### config.mk
export PLATFORM = sky130hd
export DESIGN_NAME = wb_stage_flush_ctl
export DESIGN_NICKNAME = d
export VERILOG_FILES = /design/src/rtl/wb_stage_flush_ctl.sv
export SDC_FILE = /design/constraint.sdc
export NUM_CORES = 1
export LEC_CHECK = 0
export CELL_PAD_IN_SITES_DETAIL_PLACEMENT = 1
export CELL_PAD_IN_SITES_GLOBAL_PLACEMENT = 1
export CORE_AREA = 5 5 174 176
export DETAILED_ROUTE_END_ITERATION = 10
export DIE_AREA = 0 0 179 181
export GPL_TIMING_DRIVEN = 0
export PLACE_DENSITY = 0.87
export SETUP_SLACK_MARGIN = 0.4
export SYNTH_ARGS = -nofsm -noshare
export SYNTH_HDL_FRONTEND = slang
export SYNTH_SLANG_ARGS = --single-unit
export TNS_END_PERCENT = 30
### constraint.sdc
create_clock -name clk -period 3.6 [get_ports clk]
set_input_delay 0.36 -clock clk [delete_from_list [all_inputs] [get_ports clk]]
set_output_delay 0.36 -clock clk [all_outputs]
set_load 0.005 [all_outputs]
### src/rtl/wb_stage_flush_ctl.sv
// ============================================================================
// Module   : wb_stage_flush_ctl
// Brief    : LoongArch writeback stage with exception/ertn commit, timed
//            flush window and retired-instruction counter.
// Revision : 1.0 - initial release
// ============================================================================
`default_nettype none

module wb_stage_flush_ctl #(
  parameter int XLEN         = 32,
  parameter int RA_W         = 5,
  parameter int EXC_W        = 5,
  parameter int FLUSH_CYCLES = 2,
  parameter int CNT_W        = 32,
  localparam int EXC_CW      = (EXC_W > 1) ? $clog2(EXC_W) : 1
) (
  input  logic              clk,
  input  logic              rst_n,
  // MEM -> WB handshake and payload
  input  logic              i_mem_to_wb_valid,
  output logic              o_wb_allowin,
  input  logic [XLEN-1:0]   i_mem_pc,
  input  logic              i_mem_rf_we,
  input  logic [RA_W-1:0]   i_mem_rf_waddr,
  input  logic [XLEN-1:0]   i_mem_rf_wdata,
  input  logic              i_mem_csr_rd,
  input  logic              i_mem_csr_we,
  input  logic [13:0]       i_mem_csr_num,
  input  logic [XLEN-1:0]   i_mem_csr_wmask,
  input  logic [XLEN-1:0]   i_mem_csr_wvalue,
  input  logic [EXC_W-1:0]  i_mem_exc,
  input  logic              i_mem_ertn,
  input  logic [XLEN-1:0]   i_csr_rvalue,
  // register file write port (also feeds ID bypass)
  output logic              o_rf_we,
  output logic [RA_W-1:0]   o_rf_waddr,
  output logic [XLEN-1:0]   o_rf_wdata,
  // CSR port
  output logic              o_csr_we,
  output logic [13:0]       o_csr_num,
  output logic [XLEN-1:0]   o_csr_wmask,
  output logic [XLEN-1:0]   o_csr_wvalue,
  // commit events
  output logic              o_exc_valid,
  output logic [EXC_CW-1:0] o_exc_code,
  output logic [XLEN-1:0]   o_exc_pc,
  output logic              o_ertn_flush,
  output logic              o_flush,
  output logic [CNT_W-1:0]  o_retire_cnt,
  // trace port
  output logic [XLEN-1:0]   o_debug_wb_pc,
  output logic [3:0]        o_debug_wb_rf_we,
  output logic [RA_W-1:0]   o_debug_wb_rf_wnum,
  output logic [XLEN-1:0]   o_debug_wb_rf_wdata
);

  localparam int FC_W = $clog2(FLUSH_CYCLES + 1);

  typedef enum logic [0:0] {
    ST_RUN   = 1'b0,
    ST_FLUSH = 1'b1
  } state_t;

  state_t              r_state;
  state_t              w_state_nxt;
  logic [FC_W-1:0]     r_fcnt;
  logic [FC_W-1:0]     w_fcnt_nxt;

  logic                r_wb_valid;
  logic [XLEN-1:0]     r_pc;
  logic                r_rf_we;
  logic [RA_W-1:0]     r_rf_waddr;
  logic [XLEN-1:0]     r_rf_wdata;
  logic                r_csr_rd;
  logic                r_csr_we;
  logic [13:0]         r_csr_num;
  logic [XLEN-1:0]     r_csr_wmask;
  logic [XLEN-1:0]     r_csr_wvalue;
  logic [EXC_W-1:0]    r_exc;
  logic                r_ertn;
  logic [CNT_W-1:0]    r_retire_cnt;

  logic                w_ready_go;
  logic                w_allowin;
  logic                w_load;
  logic                w_exc_any;
  logic                w_commit;
  logic                w_flush;
  logic                w_retire;
  logic                w_rf_we;
  logic [XLEN-1:0]     w_rf_wdata;
  logic [EXC_CW-1:0]   w_exc_code;

  assign w_ready_go = 1'b1;
  assign w_allowin  = ~r_wb_valid | w_ready_go;
  assign w_load     = i_mem_to_wb_valid & w_allowin;

  assign w_exc_any  = |r_exc;
  assign w_commit   = r_wb_valid & (w_exc_any | r_ertn);
  assign w_flush    = w_commit | (r_state == ST_FLUSH);
  assign w_retire   = r_wb_valid & ~w_exc_any;

  // Payload is latched even when the op is being dropped; only valid is gated.
  always_ff @(posedge clk or negedge rst_n) begin
    if (!rst_n) begin
      r_wb_valid   <= 1'b0;
      r_pc         <= '0;
      r_rf_we      <= 1'b0;
      r_rf_waddr   <= '0;
      r_rf_wdata   <= '0;
      r_csr_rd     <= 1'b0;
      r_csr_we     <= 1'b0;
      r_csr_num    <= '0;
      r_csr_wmask  <= '0;
      r_csr_wvalue <= '0;
      r_exc        <= '0;
      r_ertn       <= 1'b0;
    end else begin
      r_wb_valid <= w_load & ~w_flush;
      if (w_load) begin
        r_pc         <= i_mem_pc;
        r_rf_we      <= i_mem_rf_we;
        r_rf_waddr   <= i_mem_rf_waddr;
        r_rf_wdata   <= i_mem_rf_wdata;
        r_csr_rd     <= i_mem_csr_rd;
        r_csr_we     <= i_mem_csr_we;
        r_csr_num    <= i_mem_csr_num;
        r_csr_wmask  <= i_mem_csr_wmask;
        r_csr_wvalue <= i_mem_csr_wvalue;
        r_exc        <= i_mem_exc;
        r_ertn       <= i_mem_ertn;
      end
    end
  end

  always_ff @(posedge clk or negedge rst_n) begin
    if (!rst_n) begin
      r_state <= ST_RUN;
      r_fcnt  <= '0;
    end else begin
      r_state <= w_state_nxt;
      r_fcnt  <= w_fcnt_nxt;
    end
  end

  // Flush window: FLUSH_CYCLES cycles in FLUSH after the commit cycle itself.
  always_comb begin
    w_state_nxt = r_state;
    w_fcnt_nxt  = r_fcnt;
    case (r_state)
      ST_RUN: begin
        if (w_commit) begin
          w_state_nxt = ST_FLUSH;
          w_fcnt_nxt  = FC_W'(FLUSH_CYCLES);
        end
      end
      ST_FLUSH: begin
        if (r_fcnt <= FC_W'(1)) begin
          w_state_nxt = ST_RUN;
          w_fcnt_nxt  = '0;
        end else begin
          w_fcnt_nxt  = r_fcnt - FC_W'(1);
        end
      end
      default: begin
        w_state_nxt = ST_RUN;
        w_fcnt_nxt  = '0;
      end
    endcase
  end

  always_ff @(posedge clk or negedge rst_n) begin
    if (!rst_n) begin
      r_retire_cnt <= '0;
    end else if (w_retire) begin
      r_retire_cnt <= r_retire_cnt + CNT_W'(1);
    end
  end

  // Lowest-numbered cause has highest priority.
  always_comb begin
    w_exc_code = '0;
    for (int i = EXC_W - 1; i >= 0; i--) begin
      if (r_exc[i]) begin
        w_exc_code = EXC_CW'(i);
      end
    end
  end

  assign w_rf_we    = r_wb_valid & r_rf_we & ~w_commit;
  assign w_rf_wdata = r_csr_rd ? i_csr_rvalue : r_rf_wdata;

  assign o_wb_allowin        = w_allowin;
  assign o_rf_we             = w_rf_we;
  assign o_rf_waddr          = r_rf_waddr;
  assign o_rf_wdata          = w_rf_wdata;
  assign o_csr_we            = r_wb_valid & r_csr_we & ~w_commit;
  assign o_csr_num           = r_csr_num;
  assign o_csr_wmask         = r_csr_wmask;
  assign o_csr_wvalue        = r_csr_wvalue;
  assign o_exc_valid         = r_wb_valid & w_exc_any;
  assign o_exc_code          = w_exc_code;
  assign o_exc_pc            = r_pc;
  assign o_ertn_flush        = r_wb_valid & r_ertn & ~w_exc_any;
  assign o_flush             = w_flush;
  assign o_retire_cnt        = r_retire_cnt;
  assign o_debug_wb_pc       = r_pc;
  assign o_debug_wb_rf_we    = {4{w_rf_we}};
  assign o_debug_wb_rf_wnum  = r_rf_waddr;
  assign o_debug_wb_rf_wdata = w_rf_wdata;

endmodule

`default_nettype wire

# After elaboration in Yosys (flattened, before gate mapping)
# Index checks and enable logic that the tools add are counted.
dict set report totals {
  elab_cells 48
  ff_bits 192
}
dict set report classes {
  magnitude_cmp 1
  n_mux 12
  n_bitwise 16
  reduce_logical 1
  n_eq_ne 1
  addsub 2
}
# operator n
set ops {}
lappend ops {{$add 32x1->32 const B} 1}
lappend ops {{$mux 32} 1}
lappend ops {{$mux 3} 5}
lappend ops {{$and 1x1->1} 10}
lappend ops {{$reduce_or 5->1} 1}
lappend ops {{$mux 2} 2}
lappend ops {{$not 1->1} 4}
lappend ops {{$pmux 2 s2} 1}
lappend ops {{$le 2x1->1 const B} 1}
lappend ops {{$mux 1} 2}
lappend ops {{$ne 2x2->1 const B} 1}
lappend ops {{$or 1x1->1} 2}
lappend ops {{$pmux 1 s2} 1}
lappend ops {{$sub 2x1->2 const B} 1}

# Depth between registers and ports, before layout
# Gate-level depths: netlist of the first run.
dict set report logic_depth {
  word_depth 6
  mapped_depth 6
  ltp_nobuf 5
}

# Worst setup path before layout of the first run
# OpenSTA, ideal clock, no wires.
dict set report synth_path {
  path_type {flip-flop to output port}
  startpoint {reg r_exc[0]}
  endpoint {out o_debug_wb_rf_we[0]}
  t_required_ns 3.240
  arrival_ns 2.004
  path_slack_ns 1.236
  stages_incl_launch_ff 7
  n_path_buf 2
  path_cell_list {dfrtp_1 -> or4_4 -> buf_6 -> nor2_1 -> nand2_1 -> nor3b_1 -> buf_4}
}
dict set report synth_via {
  elab_chain_cells 5
}
# item line
set synth_rtl {}
lappend synth_rtl {{start: declaration} 79} ;# logic [EXC_W-1:0] r_exc;
lappend synth_rtl {{start signal: assignment} 130} ;# r_exc <= i_mem_exc;
lappend synth_rtl {{$reduce_or 5->1} 98} ;# assign w_exc_any = |r_exc;
lappend synth_rtl {{$or 1x1->1} 99} ;# assign w_commit = r_wb_valid & (w_exc_any | r_ertn);
lappend synth_rtl {{$and 1x1->1} 99}
lappend synth_rtl {{$not 1->1} 190} ;# assign w_rf_we = r_wb_valid & r_rf_we & ~w_commit;
lappend synth_rtl {{$and 1x1->1} 190}
lappend synth_rtl {{end: declaration} 52} ;# output logic [3:0] o_debug_wb_rf_we,
# No other way between the ends.

# Worst setup path after layout of the first run
# Ends and elaborated chain as after synthesis.

==> results of run 1 <==
through the flow:
| step | area, sq um | hold slack [ns] | cells |
|---|---|---|---|
| global route | 14100 | 0.495 | 1473 |
| CTS | 14100 | 0.484 | 1469 |
| floorplan | 8410 | 0.0644 | 602 |
| finish | 14100 | 0.475 | 1473 |
| global placement | 13400 | 0.460 | 1435 |
| detailed placement | 13400 | 0.403 | 1436 |
placed cells by master (no fill, tap or decap), drive strengths merged, types with 2 or more instances in the layout:
cell	instances
clkdlybuf4s50	448
dfrtp	192
mux2	187
buf	81
clkbuf	41
xnor2	28
nand3	15
nand4	15
nand2	14
inv	12
and3	8
nor2	7
nor3	6
o21ai	5
clkinv	5
nor4	3
nand4b	3
xor2	3
bufinv	2
nor3b	2
logic make-up (layout without fill, tap and decap cells):
logic type | Yosys count | in the layout | synth area share, %
AOI/OAI and AO/OA | 7 | 7 | 0.446
xor gates and xnor gates | 31 | 31 | 3.23
adders and majority gates | 1 | 1 | 0.149
buffers and inverters | 104 | 590 | 8.12
DFF | 192 | 192 | 57.1
muxes | 188 | 188 | 25.1
other | 1 | 2 | 0.0446
and+or+nand+nor | 78 | 78 | 5.76
layer usage:
layer / track usage, % / vias to the layer above
li1: - / 2960
met1: 20.9 / 3295
met2: 34.2 / 262
met3: 6.88 / 34
met4: 4.64 / 4
met5: 0 / -
synthesized netlist by cell type (all sizes together) (5+ instances only):
master  instances  area share (%)
dfrtp         192              57
mux2          187              25
buf            76             6.9
xnor2          28             2.9
clkbuf         23             1.0
nand3          15            0.89
nand4          15             1.1
nand2          14            0.62
and3            8            0.59
nor2            7            0.31
nor3            6            0.49
inv             5            0.22
o21ai           5            0.30
registers in the layout, summed over array words and instances, names as in the netlist:
name and flops:
o_csr_wmask 32, o_csr_wvalue 32, o_debug_wb_pc 32, o_retire_cnt 32, r_rf_wdata 32, o_csr_num 14
o_debug_wb_rf_wnum 5, r_exc 5, r_fcnt 2, r_csr_rd 1, r_csr_we 1, r_ertn 1
r_rf_we 1, r_state 1, r_wb_valid 1
cell type report:
class	count	area share (%)
antenna	1	0.0177
buffer	99	4.71
clock buffer	18	3.04
clock inverter	14	1.38
inverter	5	0.133
multi-input combinational	306	20.9
sequential	192	34.1
tap	384	3.41
timing repair buffer	454	32.3
worst reg2reg max path: stages (launching register included):
cell	delay, ns
dfrtp_1	0.42
or4_4	0.55
buf_6	0.17
nor3_4	0.34
buf_6	0.20
nand4_1	0.13
xnor2_1	0.16
power by group:
group	switching, mW	total [mW]	internal (mW)
Sequential	0.159	2.52	2.36
Combinational	0.460	1.45	0.990
Clock	0.964	2.04	1.07
repair_timing:
item	CTS	global route
pin swaps	1	2
hold buffers	1	0
gates resized for setup	5	1
endpoints found under the hold margin	84	0
buffers inserted	0	3
gates cloned	0	0
endpoints found under the setup margin	5	5
final timing paths:
kind,start,endpoint,cells after the start
hold reg to reg,r_fcnt[0],r_fcnt[0],1
max in group asynchronous,rst_n,o_csr_wvalue[8],3
min in group asynchronous,rst_n,o_retire_cnt[26],2
setup / recovery,r_exc[0],o_debug_wb_rf_we[0],7
hold / removal,r_fcnt[0],r_fcnt[0],1
setup reg to reg,r_exc[0],o_retire_cnt[29],6
==> impl_metrics.py, run 1 <==
metrics = {
    "finish": {
        "finalCoreUtilization_pct": 49.5,
        "drive_above_1_share_pct": 28.2,
        "nets": 1267,
        "area_growth_pct": 67.7,
        "n_fill_cell": 2973,
        "regArea_sq_mm": 0.00480,
        "multi_input_area_sq_mm": 0.00295,
    },
    "worst_setup_path": {
        "worstSetupPathType": "reg -> out",
        "crit_buf_inv": 3,
        "endpoint_kind": "output port",
        "slowest_stage": "or4_4",
        "reg2reg_slack_ns": 1.53,
        "cp_top_family": "simple AND/OR/NAND/NOR gates",
        "cp-start-kind": "flop",
        "critPathMaxFanout": 8,
        "max_stage_delay_ns": 0.54,
        "crit_required_ns": 3.24,
        "crit_chain": "or4_4, buf_6, nor2_4, nand2_4, nor3b_4, buf_4, clkdlybuf4s50_1",
        "arrival_ns": 2.73,
    },
    "sta": {
        "period_needed_ns": 3.09,
        "finalSetupViolations": 0,
        "drv_slew": 0,
        "fmax_mhz": 324,
        "setup_tns_ns": 0,
        "fin_ws_ns": 0.514,
        "relSlewSlack_pct": 46.1,
        "tightest_slew_ns": 0.809,
        "rsz0062_at_grt": "yes",
        "hold_viol": 0,
        "period_share_pct": 85.7,
        "skew_ns": 0.0147,
    },
    "worst_hold_path": {
        "hold_class": "reg -> reg",
    },
    "placed_design": {
        "routabilityCongestion": 0.813,
        "dp_hpwl_mm": 24.9,
        "io_buffers": 449,
        "place_ws_ns": 0.462,
    },
    "outcome": {
        "status": "finished, final reports clean",
    },
    "clocking": {
        "cts_root_buffer": "clkbuf_16",
        "insertion_delay_ns": 0.42,
        "cts_tree": "built",
        "cts_max_path_buffers": 2,
        "cts_buffers": 17,
        "clk_pin_slew_ns": 0.07,
        "htree_levels": 4,
        "numClockSinks": 192,
    },
    "floorplanning": {
        "row_count": 62,
        "core_area_sq_mm": 0.0285,
        "boundaryPins": 452,
        "die_area_sq_mm": 0.0324,
        "dieHeight_um": 181,
        "die_x_um": 179,
        "start_util_pct": 29.6,
    },
    "detailed_routing": {
        "avgViaCountPerCell": 4.45,
        "drtIter0Drc": 231,
        "wl_met3_mm": 2.71,
        "routedWlPerCell_um": 21.1,
        "wl_met2_mm": 16.4,
        "met1_length_mm": 11.5,
        "route.top_layer_used": "met5",
        "ant_nets": 0,
        "first_pass_iters": 4,
        "wl_mm": 31.1,
        "dr_total_vias": 6555,
        "drc": 0,
    },
    "synthesis": {
        "synthArstFlopShare_pct": 100,
        "synth-edff-count": 0,
        "ys_warn_count": 0,
        "ys.flop_type": "dfrtp_1",
        "syn_nets": 794,
        "avgSynthCellArea_sq_um": 14.0,
        "netlist_area_sq_mm": 0.00841,
        "synthCells": 602,
        "synth-seq-area-share_pct": 57.1,
        "ys_ff_latch": 192,
        "synth_cell_types": 29,
    },
    "global_route": {
        "overflow": 0,
        "first_global_vias": 7793,
        "globalRouteTotalUtil_pct": 18.9,
        "grt_max_degree": 109,
        "grt_pass1_wl_mm": 47.1,
        "antenna_found_initial": 3,
    },
    "pwr": {
        "cellPowerDensity_mw_per_mm2": 426,
        "power_mw": 6.01,
        "leakagePower_nw": 5.83,
        "ir_drop_mv": 0.308,
    },
    "run": {
        "maxCapViolCount": 0,
    },
}
Power figures use the tool's default switching activity.
==> run 2: changes to the inputs <==
--- a/config.mk
+++ b/config.mk
@@ -7,11 +7,11 @@
 export LEC_CHECK = 0
 export CELL_PAD_IN_SITES_DETAIL_PLACEMENT = 1
 export CELL_PAD_IN_SITES_GLOBAL_PLACEMENT = 1
-export CORE_AREA = 5 5 174 176
+export CORE_MARGIN = 5
+export CORE_UTILIZATION = 30
 export DETAILED_ROUTE_END_ITERATION = 10
-export DIE_AREA = 0 0 179 181
 export GPL_TIMING_DRIVEN = 0
-export PLACE_DENSITY = 0.87
+export PLACE_DENSITY = 0.88
 export SETUP_SLACK_MARGIN = 0.4
 export SYNTH_ARGS = -nofsm -noshare
 export SYNTH_HDL_FRONTEND = slang
==> constraint.sdc (replaced) <==
create_clock -name clk -period 3.3 [get_ports clk]
set_input_delay 0.33 -clock clk [delete_from_list [all_inputs] [get_ports clk]]
set_output_delay 0.33 -clock clk [all_outputs]
set_load 0.005 [all_outputs]
==> impl_metrics.py, run 2 (same netlist as run 1, synthesis figures left out) <==
metrics = {
    "outcome": {
        "status": "finished, final reports clean",
    },
    "sta": {
        "tightest_slew_ns": 0.852,
        "fin_ws_ns": 0.442,
        "relSlewSlack_pct": 43.2,
        "rsz0062_at_grt": "yes",
        "fin_worst_hold_slack_ns": 0.457,
        "period_share_pct": 86.6,
        "hold_viol": 0,
        "period_needed_ns": 2.86,
        "drv_slew": 0,
        "fmax_mhz": 350,
        "skew_ns": 0.0135,
        "finalSetupViolations": 0,
    },
    "placed_design": {
        "routabilityCongestion": 0.811,
        "io_buffers": 449,
        "dp_hpwl_mm": 25.4,
        "place_area_sq_mm": 0.0134,
        "place_ws_ns": -0.0230,
    },
    "worst_setup_path": {
        "worstSetupPathType": "reg -> out",
        "critPathMaxFanout": 4,
        "crit_required_ns": 2.97,
        "reg2reg_slack_ns": 0.97,
        "cp-start-kind": "flop",
        "endpoint_kind": "output port",
        "arrival_ns": 2.53,
    },
    "detailed_routing": {
        "drtIter0Drc": 236,
        "avgViaCountPerCell": 4.51,
        "ant_nets": 0,
        "drc": 0,
        "first_pass_iters": 4,
        "met1_length_mm": 10.9,
        "dr_total_vias": 6638,
        "wl_met2_mm": 17.1,
        "wl_met3_mm": 2.72,
        "wl_mm": 31.4,
        "route.top_layer_used": "met5",
        "routedWlPerCell_um": 21.3,
    },
    "floorplanning": {
        "dieHeight_um": 177,
        "core_area_sq_mm": 0.0277,
        "row_count": 61,
        "die_area_sq_mm": 0.0315,
        "die_x_um": 177,
        "boundaryPins": 452,
        "start_util_pct": 30.4,
    },
    "finish": {
        "drive_above_1_share_pct": 29.1,
        "layout_common_cells": "clkdlybuf4s50_1 (443), dfrtp_1 (192), mux2_2 (187)",
        "area_growth_pct": 68.1,
        "nets": 1272,
        "fin_area_sq_mm": 0.0141,
        "final_common_cell": "clkdlybuf4s50_1",
    },
    "run": {
        "maxCapViolCount": 0,
    },
    "clocking": {
        "cts_tree": "built",
        "cts_buffers": 17,
        "insertion_delay_ns": 0.43,
        "clk_pin_slew_ns": 0.08,
        "htree_levels": 4,
        "cts_root_buffer": "clkbuf_16",
        "cts_max_path_buffers": 2,
        "numClockSinks": 192,
    },
    "pwr": {
        "ir_drop_mv": 0.343,
        "leakagePower_nw": 5.90,
        "cellPowerDensity_mw_per_mm2": 461,
    },
    "global_route": {
        "overflow": 0,
        "antenna_found_initial": 3,
        "first_global_vias": 7691,
        "globalRouteTotalUtil_pct": 19.4,
        "grt_pass1_wl_mm": 46.5,
        "grt_max_degree": 117,
    },
    "worst_hold_path": {
        "hold_class": "in -> async",
    },
}
run 2: area by class of cell:
| type | instances | area (sq um) |
|---|---|---|
| fillers | 2846 | 13600 |
| clock inverters | 15 | 190 |
| repair buffers | 459 | 4590 |
| clock buffers | 17 | 425 |
| multi-input cells | 306 | 2960 |
| well taps | 378 | 473 |
| flip-flops and latches | 192 | 4800 |
| inverters | 5 | 18.8 |
| diodes | 1 | 2.50 |
| plain buffers | 99 | 673 |
run 2: what timing repair did:
action,4_1_cts,5_1_grt
buffers inserted,8,0
pin swaps,3,0
resized for setup,14,4
hold endpoints to repair,76,0
hold buffers,1,0
endpoints found under the setup margin,65,16
run 2: path summary, 6_finish.rpt:
| check | startpoint | end | cells past startpoint |
|---|---|---|---|
| max | r_exc[0] | o_flush | 6 |
| max reg2reg | r_exc[0] | o_retire_cnt[28] | 7 |
| max in group asynchronous | rst_n | o_debug_wb_pc[29] | 3 |
| min reg2reg | r_fcnt[0] | r_fcnt[0] | 1 |
| min in group clk | r_fcnt[0] | r_fcnt[0] | 1 |
| min | rst_n | o_csr_wmask[31] | 2 |
run 2: power breakdown:
part	switching (mW)	leakage [nW]	internal (mW)
Combinational	0.508	3.29	1.08
Clock	1.07	0.293	1.10
Sequential	0.174	2.32	2.57
run 2: metrics by stage:
| stage | power, mW | std cells | TNS [ns] | utilization [%] |
|---|---|---|---|---|
| after floorplan | 3.29 | 602 | 0 | - |
| after global placement | 4.32 | 1429 | -1241.69 | 48.3 |
| after detailed placement | 4.39 | 1430 | -0.0695 | 48.4 |
| after CTS | 6.62 | 1471 | 0 | 51.0 |
| after global routing | 6.84 | 1471 | 0 | 51.0 |
| final | 6.52 | 1472 | 0 | 51.0 |
run 2: per-layer routing:
layer / up-vias / GRT usage, %
met5: - / 0
met3: 44 / 7.26
met2: 266 / 36.3
met1: 3350 / 20.1
met4: 4 / 5.77
li1: 2974 / -
run 2: critical path, stage by stage, from the launching register on:
cell	delay (ns)
dfrtp_1	0.42
or4_4	0.53
buf_8	0.14
buf_4	0.13
o31ai_2	0.29
nand2_1	0.13
clkdlybuf4s50_1	0.47
==> run 3: changes to the inputs <==
--- a/config.mk
+++ b/config.mk
@@ -12,6 +12,7 @@
 export DETAILED_ROUTE_END_ITERATION = 10
 export GPL_TIMING_DRIVEN = 0
 export PLACE_DENSITY = 0.88
+export RECOVER_POWER = 50
 export SETUP_SLACK_MARGIN = 0.4
 export SYNTH_ARGS = -nofsm -noshare
 export SYNTH_HDL_FRONTEND = slang
==> impl_metrics.py, run 3 (same netlist as run 1, synthesis figures left out) <==
metrics = {
    "worst_setup_path": {
        "crit_chain": "or4_4, buf_8, buf_4, o31ai_2, nand2_1, clkdlybuf4s50_1",
        "critPathMaxFanout": 4,
        "r2r-end": "o_retire_cnt[28]",
        "crit_buf_inv": 3,
        "slowest_stage": "or4_4",
        "worstSetupPathType": "reg -> out",
        "cp_top_family": "buffers and inverters",
        "crit_required_ns": 2.97,
        "reg2reg_slack_ns": 0.97,
        "max_stage_delay_ns": 0.53,
        "cp-start-kind": "flop",
        "endpoint_kind": "output port",
        "arrival_ns": 2.53,
        "rr_worst_depth": 7,
        "reg2reg_from": "r_exc[0]",
    },
    "clocking": {
        "insertion_delay_ns": 0.43,
        "htree_levels": 4,
        "clk_pin_slew_ns": 0.08,
        "cts_max_path_buffers": 2,
        "cts_buffers": 17,
        "cts_tree": "built",
        "cts_root_buffer": "clkbuf_16",
        "numClockSinks": 192,
    },
    "worst_hold_path": {
        "holdPathEnd": "r_fcnt[0]",
        "min_from": "r_fcnt[0]",
        "min_path_cells": 1,
        "hold_class": "reg -> reg",
    },
    "detailed_routing": {
        "wl_mm": 31.3,
        "ant_nets": 0,
        "avgViaCountPerCell": 4.51,
        "first_pass_iters": 4,
        "drc": 0,
        "routedWlPerCell_um": 21.3,
        "drtIter0Drc": 185,
        "dr_total_vias": 6633,
    },
    "finish": {
        "regArea_sq_mm": 0.00480,
        "final_common_cell": "clkdlybuf4s50_1",
        "n_fill_cell": 2847,
        "final_cells": 1472,
        "area_growth_pct": 67.9,
        "fin_area_sq_mm": 0.0141,
        "multi_input_area_sq_mm": 0.00296,
        "finalCoreUtilization_pct": 51.0,
        "nets": 1272,
        "layout_common_cells": "clkdlybuf4s50_1 (362), dfrtp_1 (192), mux2_2 (185)",
        "drive_above_1_share_pct": 28.9,
    },
    "placed_design": {
        "routabilityCongestion": 0.811,
        "post-place-cells": 1430,
        "io_buffers": 449,
        "place_area_sq_mm": 0.0134,
        "dp_hpwl_mm": 25.4,
    },
    "floorplanning": {
        "die_area_sq_mm": 0.0315,
        "core_area_sq_mm": 0.0277,
        "row_count": 61,
        "die_x_um": 177,
        "start_util_pct": 30.4,
        "dieHeight_um": 177,
        "boundaryPins": 452,
    },
    "pwr": {
        "power_mw": 6.47,
        "cellPowerDensity_mw_per_mm2": 458,
        "leakagePower_nw": 5.93,
        "ir_drop_mv": 0.343,
    },
    "global_route": {
        "first_global_vias": 7691,
        "antenna_found_initial": 3,
        "globalRouteTotalUtil_pct": 19.4,
        "grt_pass1_wl_mm": 46.5,
        "overflow": 0,
        "grt_max_degree": 117,
    },
    "outcome": {
        "violations": "max-capacitance violations, max-slew violations",
        "status": "complete, but fails checks",
    },
    "sta": {
        "finalSetupViolations": 0,
        "period_share_pct": 86.6,
        "relSlewSlack_pct": -32.7,
        "skew_ns": 0.0136,
        "fmax_mhz": 350,
        "drv_slew": 77,
        "rsz0062_at_grt": "yes",
        "hold_viol": 0,
        "period_needed_ns": 2.86,
        "tightest_slew_ns": 1.99,
    },
    "run": {
        "maxCapViolCount": 1,
    },
}
run 3: worst max-delay path by stage:
stage	start	end	slack [ns]	depth (start not counted)
finish	r_exc[0]	o_flush	0.44	6
global route	r_exc[3]	o_flush	0.29	6
CTS	r_exc[0]	o_flush	0.22	6
detailed placement	r_exc[0]	o_debug_wb_rf_we[3]	-0.02	7
global placement	rst_n	o_csr_wvalue[23]	-6.48	1
floorplan	r_exc[0]	o_debug_wb_rf_we[0]	0.97	6
run 3: final cells by class:
type	count	share of cell area, %
inverters	5	0.133
clock buffers	17	3.01
plain buffers	99	4.76
diodes	1	0.0177
flip-flops and latches	192	34.0
clock inverters	15	1.35
repair buffers	459	32.4
multi-input cells	306	20.9
well taps	378	3.35
run 3: stage by stage:
step / hold WS (ns) / setup WS [ns] / TNS [ns]
after global routing: 0.481 / 0.293 / 0
after detailed placement: 0.350 / -0.0230 / -0.0695
after CTS: 0.463 / 0.221 / 0
after global placement: 0.462 / -6.48 / -1241.69
final: 0.481 / 0.443 / 0
after floorplan: 0.0344 / 0.966 / 0
run 3: repair_timing:
action,CTS,global route
gates resized for setup,14,4
buffers inserted,8,0
endpoints found under the hold margin,76,0
hold buffers,1,0
pin swaps,3,0
endpoints found under the setup margin,65,16
run 3: power by group:
group          leakage [nW]  total [mW]  internal (mW)  switching [mW]
sequential             2.32        2.74           2.57           0.169
clock                 0.293        2.17           1.10            1.07
combinational          3.31        1.55           1.05           0.506
total                  5.93        6.47           4.72            1.75
run 3: routing by layer:
layer  up-vias  share of wire (%)  track usage, %
met1      3338                 35            20.1
met5         -              0.045               0
met2       262                 54            36.3
met4         4                2.4            5.77
li1       2983                  -               -
met3        46                8.7            7.26
